<file path="config.mk">
export PLATFORM = sky130hd
export DESIGN_NAME = data_bus_arbiter_flat
export DESIGN_NICKNAME = d
export VERILOG_FILES = /design/src/rtl/data_bus_arbiter_if.sv /design/src/rtl/data_bus_arbiter.sv /design/src/flat_wrapper.sv
export SDC_FILE = /design/constraint.sdc
export NUM_CORES = 1
export LEC_CHECK = 0
export BUFFER_PORTS_ARGS = -buffer_cell sky130_fd_sc_hd__clkbuf_2
export CAP_MARGIN = 15
export CORE_AREA = 5 5 117 119
export DETAILED_ROUTE_END_ITERATION = 8
export DIE_AREA = 0 0 122 124
export PLACE_DENSITY = 0.47
export SETUP_SLACK_MARGIN = 0.02
export SYNTH_ARGS = -nofsm -noshare
export SYNTH_HDL_FRONTEND = slang
export SYNTH_SLANG_ARGS = --single-unit
</file>
<file path="constraint.sdc">
create_clock -name clk -period 1.4 [get_ports clk]
set_input_delay 0.14 -clock clk [delete_from_list [all_inputs] [get_ports clk]]
set_output_delay 0.14 -clock clk [all_outputs]
set_load 0.02 [all_outputs]
</file>
<file path="src/rtl/data_bus_arbiter_if.sv">
// Bus bundle between the two data masters, the arbiter and data_ram.
// The slave modport is the arbiter's view; master is the surrounding system.
interface data_bus_arbiter_if;
  logic        m0_req;
  logic        m0_we;
  logic [31:0] m0_addr;
  logic [3:0]  m0_sel;
  logic [31:0] m0_wdata;
  logic [31:0] m0_rdata;
  logic        m0_ack;
  logic        m0_stall;

  logic        m1_req;
  logic        m1_we;
  logic [31:0] m1_addr;
  logic [3:0]  m1_sel;
  logic [31:0] m1_wdata;
  logic [31:0] m1_rdata;
  logic        m1_ack;

  logic        ram_ce;
  logic        ram_we;
  logic [31:0] ram_addr;
  logic [3:0]  ram_sel;
  logic [31:0] ram_wdata;
  logic [31:0] ram_rdata;

  modport slave (
    input  m0_req, m0_we, m0_addr, m0_sel, m0_wdata,
    output m0_rdata, m0_ack, m0_stall,
    input  m1_req, m1_we, m1_addr, m1_sel, m1_wdata,
    output m1_rdata, m1_ack,
    output ram_ce, ram_we, ram_addr, ram_sel, ram_wdata,
    input  ram_rdata
  );

  modport master (
    output m0_req, m0_we, m0_addr, m0_sel, m0_wdata,
    input  m0_rdata, m0_ack, m0_stall,
    output m1_req, m1_we, m1_addr, m1_sel, m1_wdata,
    input  m1_rdata, m1_ack,
    input  ram_ce, ram_we, ram_addr, ram_sel, ram_wdata,
    output ram_rdata
  );
endinterface

</file>
<file path="src/rtl/data_bus_arbiter.sv">
// Two-master arbiter for the shared data RAM / MMIO port. Master 0 (processor)
// has priority; a saturating starvation counter forces master 1 through after
// STARVE_LIMIT consecutive contested wins by master 0. The slave side is a
// purely combinational 2:1 mux selected by the registered grant state.
module data_bus_arbiter #(
  parameter int STARVE_LIMIT = 3
) (
  input  logic                clk,
  input  logic                rst,
  data_bus_arbiter_if.slave   bus
);

  localparam logic [3:0] LIMIT = 4'(STARVE_LIMIT);

  typedef enum logic [1:0] {
    IDLE = 2'd0,
    G0   = 2'd1,
    G1   = 2'd2
  } grant_t;

  grant_t     grant_q, grant_d;
  logic [3:0] starve_cnt_q, starve_cnt_d;

  // Grant and starvation counter registers; reset drops any access in flight.
  always_ff @(posedge clk or posedge rst) begin
    if (rst) begin
      grant_q      <= IDLE;
      starve_cnt_q <= 4'd0;
    end else begin
      grant_q      <= grant_d;
      starve_cnt_q <= starve_cnt_d;
    end
  end

  // Next grant from the requests seen at this edge; counter tracks how many
  // times in a row master 1 has been passed over while it was waiting.
  always_comb begin
    grant_d      = IDLE;
    starve_cnt_d = 4'd0;
    if (bus.m0_req && bus.m1_req) begin
      grant_d = (starve_cnt_q >= LIMIT) ? G1 : G0;
    end else if (bus.m0_req) begin
      grant_d = G0;
    end else if (bus.m1_req) begin
      grant_d = G1;
    end
    if (bus.m1_req && (grant_d == G0)) begin
      starve_cnt_d = (starve_cnt_q >= LIMIT) ? LIMIT : starve_cnt_q + 4'd1;
    end
  end

  // Slave mux, acknowledges and read-data steering. A granted master that has
  // dropped req simply gets a dead cycle: no RAM enable and no ack.
  always_comb begin
    bus.ram_ce    = 1'b0;
    bus.ram_we    = 1'b0;
    bus.ram_addr  = 32'd0;
    bus.ram_sel   = 4'd0;
    bus.ram_wdata = 32'd0;
    bus.m0_ack    = 1'b0;
    bus.m1_ack    = 1'b0;
    bus.m0_rdata  = 32'd0;
    bus.m1_rdata  = 32'd0;
    case (grant_q)
      G0: begin
        bus.ram_ce    = bus.m0_req;
        bus.ram_we    = bus.m0_we;
        bus.ram_addr  = bus.m0_addr;
        bus.ram_sel   = bus.m0_sel;
        bus.ram_wdata = bus.m0_wdata;
        bus.m0_ack    = bus.m0_req;
      end
      G1: begin
        bus.ram_ce    = bus.m1_req;
        bus.ram_we    = bus.m1_we;
        bus.ram_addr  = bus.m1_addr;
        bus.ram_sel   = bus.m1_sel;
        bus.ram_wdata = bus.m1_wdata;
        bus.m1_ack    = bus.m1_req;
      end
      default: ;
    endcase
    if (bus.m0_ack) bus.m0_rdata = bus.ram_rdata;
    if (bus.m1_ack) bus.m1_rdata = bus.ram_rdata;
    bus.m0_stall = bus.m0_req & ~bus.m0_ack;
  end

endmodule

</file>
<file path="src/flat_wrapper.sv">
// flat-port wrapper written by rule: the top's interface ports become plain ports
module data_bus_arbiter_flat 
#(
  parameter int STARVE_LIMIT = 3
)
  (clk, rst, bus_m0_req, bus_m0_we, bus_m0_addr, bus_m0_sel, bus_m0_wdata, bus_m0_rdata, bus_m0_ack, bus_m0_stall, bus_m1_req, bus_m1_we, bus_m1_addr, bus_m1_sel, bus_m1_wdata, bus_m1_rdata, bus_m1_ack, bus_ram_ce, bus_ram_we, bus_ram_addr, bus_ram_sel, bus_ram_wdata, bus_ram_rdata);
  data_bus_arbiter_if bus_i ();
  input  logic clk;
  input  logic rst;
  input wire logic [$bits(bus_i.m0_req)-1:0] bus_m0_req;
  input wire logic [$bits(bus_i.m0_we)-1:0] bus_m0_we;
  input wire logic [$bits(bus_i.m0_addr)-1:0] bus_m0_addr;
  input wire logic [$bits(bus_i.m0_sel)-1:0] bus_m0_sel;
  input wire logic [$bits(bus_i.m0_wdata)-1:0] bus_m0_wdata;
  output wire logic [$bits(bus_i.m0_rdata)-1:0] bus_m0_rdata;
  output wire logic [$bits(bus_i.m0_ack)-1:0] bus_m0_ack;
  output wire logic [$bits(bus_i.m0_stall)-1:0] bus_m0_stall;
  input wire logic [$bits(bus_i.m1_req)-1:0] bus_m1_req;
  input wire logic [$bits(bus_i.m1_we)-1:0] bus_m1_we;
  input wire logic [$bits(bus_i.m1_addr)-1:0] bus_m1_addr;
  input wire logic [$bits(bus_i.m1_sel)-1:0] bus_m1_sel;
  input wire logic [$bits(bus_i.m1_wdata)-1:0] bus_m1_wdata;
  output wire logic [$bits(bus_i.m1_rdata)-1:0] bus_m1_rdata;
  output wire logic [$bits(bus_i.m1_ack)-1:0] bus_m1_ack;
  output wire logic [$bits(bus_i.ram_ce)-1:0] bus_ram_ce;
  output wire logic [$bits(bus_i.ram_we)-1:0] bus_ram_we;
  output wire logic [$bits(bus_i.ram_addr)-1:0] bus_ram_addr;
  output wire logic [$bits(bus_i.ram_sel)-1:0] bus_ram_sel;
  output wire logic [$bits(bus_i.ram_wdata)-1:0] bus_ram_wdata;
  input wire logic [$bits(bus_i.ram_rdata)-1:0] bus_ram_rdata;
  assign bus_i.m0_req = bus_m0_req;
  assign bus_i.m0_we = bus_m0_we;
  assign bus_i.m0_addr = bus_m0_addr;
  assign bus_i.m0_sel = bus_m0_sel;
  assign bus_i.m0_wdata = bus_m0_wdata;
  assign bus_m0_rdata = bus_i.m0_rdata;
  assign bus_m0_ack = bus_i.m0_ack;
  assign bus_m0_stall = bus_i.m0_stall;
  assign bus_i.m1_req = bus_m1_req;
  assign bus_i.m1_we = bus_m1_we;
  assign bus_i.m1_addr = bus_m1_addr;
  assign bus_i.m1_sel = bus_m1_sel;
  assign bus_i.m1_wdata = bus_m1_wdata;
  assign bus_m1_rdata = bus_i.m1_rdata;
  assign bus_m1_ack = bus_i.m1_ack;
  assign bus_ram_ce = bus_i.ram_ce;
  assign bus_ram_we = bus_i.ram_we;
  assign bus_ram_addr = bus_i.ram_addr;
  assign bus_ram_sel = bus_i.ram_sel;
  assign bus_ram_wdata = bus_i.ram_wdata;
  assign bus_i.ram_rdata = bus_ram_rdata;
  data_bus_arbiter #(.STARVE_LIMIT(STARVE_LIMIT)) u_core (.clk(clk), .rst(rst), .bus(bus_i));
endmodule
</file>
==> impl_metrics.py <==
metrics = {
    "floorplanning": {
        "initial_core_util": 0.130,
        "die_y_um": 124,
        "die_w_um": 122,
        "core_area_mm2": 0.0125,
        "dieArea_mm2": 0.0151,
        "pin_count": 311,
        "row_count": 41,
    },
    "drt": {
        "drc": 0,
        "routed_via_density": 4.45,
        "wl_per_cell_um": 17.5,
        "drt_first_pass_iters": 4,
        "num_vias": 3488,
        "initialDrtViolationCount": 79,
        "ant_nets": 0,
        "totalWireLength_um": 13700,
    },
    "global_routing": {
        "grt_overflow": 0,
        "antenna_found_initial": 0,
        "globalRouteTotalUtil": 0.151,
        "first_global_vias": 3556,
        "grt_pass1_wl_um": 18400,
        "grt_max_degree": 35,
    },
    "outcome": {
        "status": "complete, but fails checks",
        "failed_checks": "negative setup slack",
    },
    "clocking": {
        "tritoncts": "done",
        "clk_latency_ns": 0.23,
        "clkTransAtPathRegs_ns": 0.03,
        "cts.path.max_buffers": 2,
        "numCtsBuffers": 3,
        "clock-sinks": 6,
        "clock-root-buffer": "clkbuf_16",
        "cts_max_level": 1,
    },
    "hold_path": {
        "min_path_type": "in2reg",
        "min_path_cells": 3,
        "whs_endpoint": "u_core.starve_cnt_q[0]",
        "min_from": "bus_m0_req",
    },
    "final_layout": {
        "fin_cells": 783,
        "fill_cells": 1198,
        "areaGrowthSynthToFinish_pct": 258,
        "antenna_cells": 0,
        "final_util": 0.464,
        "drive_gt1_frac": 0.881,
        "finalNetCount": 790,
    },
    "place": {
        "port_buffers": 310,
        "gp_congestion": 0.785,
        "place_ws_ns": -0.145,
        "placedCellCount": 758,
        "dp_hpwl_um": 9970,
    },
    "logic_synthesis": {
        "syn-cell-area_mm2": 0.00162,
        "synthArstFlopShare": 1.00,
        "synth.distinct_cells": 17,
        "synth_edf_count": 0,
        "avgSynthCellArea_um2": 6.17,
        "synth.area.top_cells": "a22oi_1, and3_1, nor2_1",
        "synth_top_flop_cell": "dfrtp_1",
        "synthTopCellsByCount": "nor2_1, a22oi_1, and3_1, buf_2, clkbuf_1",
        "seq_area_frac_synth": 0.0929,
        "synth_top_area_cell": "a22oi_1",
        "synth.most_common_cell": "nor2_1",
        "netlist_instances": 262,
        "yosys_warnings": 0,
        "yosysTopAreaCellShare": 0.320,
        "ys_seq_elements": 6,
    },
    "setup_path": {
        "path_class": "reg2out",
        "cp.required_ns": 1.26,
        "r2r-end": "u_core.grant_q[1]",
        "endpoint_kind": "primary output",
        "start_kind": "register",
        "reg2reg_from": "u_core.starve_cnt_q[0]",
        "arrival_ns": 1.60,
        "startpoint": "u_core.grant_q[0]",
        "ff2ff_setup_slack_ns": 0.04,
        "path_max_fanout": 10,
        "ff2ff_path_depth": 3,
    },
    "timing": {
        "fmax_ghz": 0.575,
        "hold_viol": 0,
        "rsz0062_at_grt": "yes",
        "setup_slack_ns": -0.340,
        "min_period_ns": 1.74,
        "skew_ns": 0.000530,
        "maxSlewViolCount": 0,
        "holdWs_ns": 0.323,
        "period_share": 1.24,
        "setup_viol": 137,
    },
    "power_and_ir_drop": {
        "vdd_drop_max_mv": 0.476,
        "power.density_mw_per_mm2": 511,
        "power_mw": 2.96,
        "p_leak_nw": 2.85,
    },
    "flow_run": {
        "cap_violations": 0,
    },
}
[cells in the final DEF (no fill, tap or decap), types with 4 or more instances in the layout]
cell type,instances
buf_4,50
buf_12,14
a22oi_1,5
and3_4,19
buf_2,5
nor2_2,22
and3_1,45
nor2_4,40
buf_8,18
clkbuf_4,4
clkbuf_16,8
dfrtp_1,6
clkbuf_8,49
a22oi_2,64
clkbuf_2,198
nor2_1,9
buf_6,35
[how the worst max path moves through the flow]
stage                        end  depth (start not counted)
2_1_floorplan  bus_ram_wdata[11]                          5
3_3_place_gp      bus_ram_sel[1]                          7
3_5_place_dp     bus_ram_addr[9]                          7
4_1_cts         bus_ram_addr[16]                          7
5_1_grt         bus_ram_addr[29]                          7
6_report        bus_ram_addr[29]                          7
[worst max-delay path: stages, from the launching register on]
cell	delay (ns)
dfrtp_1	0.39
inv_2	0.06
ha_4	0.20
buf_12	0.15
buf_4	0.14
a22oi_2	0.22
nor2_4	0.04
clkbuf_2	0.15
[through the flow]
stage / cell area [um^2] / setup TNS [ns]
after floorplan: 2170 / -0.667
after global placement: 4270 / -8.14
after detailed placement: 4270 / -8.72
after CTS: 5290 / -35.12
after global routing: 5790 / -41.55
final: 5790 / -35.39
[power by group]
part	internal (mW)	switching (mW)	leakage, nW
clock network	0.366	0.0948	0.0370
registers	0.182	0.00627	0.0754
logic	1.16	1.15	2.74
[registers in the layout (all words and copies together), names as in the netlist]
signal,flops
u_core.grant_q,2
u_core.starve_cnt_q,4
[logic make-up (layout without fill, tap and decap cells)]
group | Yosys count | in the layout | share of synthesized area
buffers and inverters | 40 | 388 | 0.107
and+or+nand+nor | 141 | 141 | 0.445
AOI/OAI and AO/OA | 71 | 71 | 0.330
other | 1 | 2 | 0.00232
adders and majority gates | 3 | 3 | 0.0232
DFF | 6 | 6 | 0.0929
[cell type report]
cell class	count	area, um^2	area share
Tap cell	172	215	0.0372
Sequential cell	6	150	0.0259
Timing Repair Buffer	381	3230	0.558
Inverter	4	15.0	0.00259
Clock buffer	3	75.1	0.0130
Multi-Input combinational cell	217	2100	0.363
[layer usage]
layer | vias to the layer above | wire length, um | track usage
met4 | 0 | 128 | 0.0161
met1 | 1624 | 4590 | 0.157
met5 | - | 0 | 0
li1 | 1669 | - | -
met2 | 181 | 7790 | 0.314
met3 | 14 | 1170 | 0.0341
[repair_timing]
action	4_1_cts	5_1_grt
hold endpoints to repair	6	0
resized for setup	187	145
endpoints found under the setup margin	138	139
pin swaps	21	36
gates cloned	3	6
setup buffers	8	5
hold buffers	1	0
(Power assumes the default switching activity.)
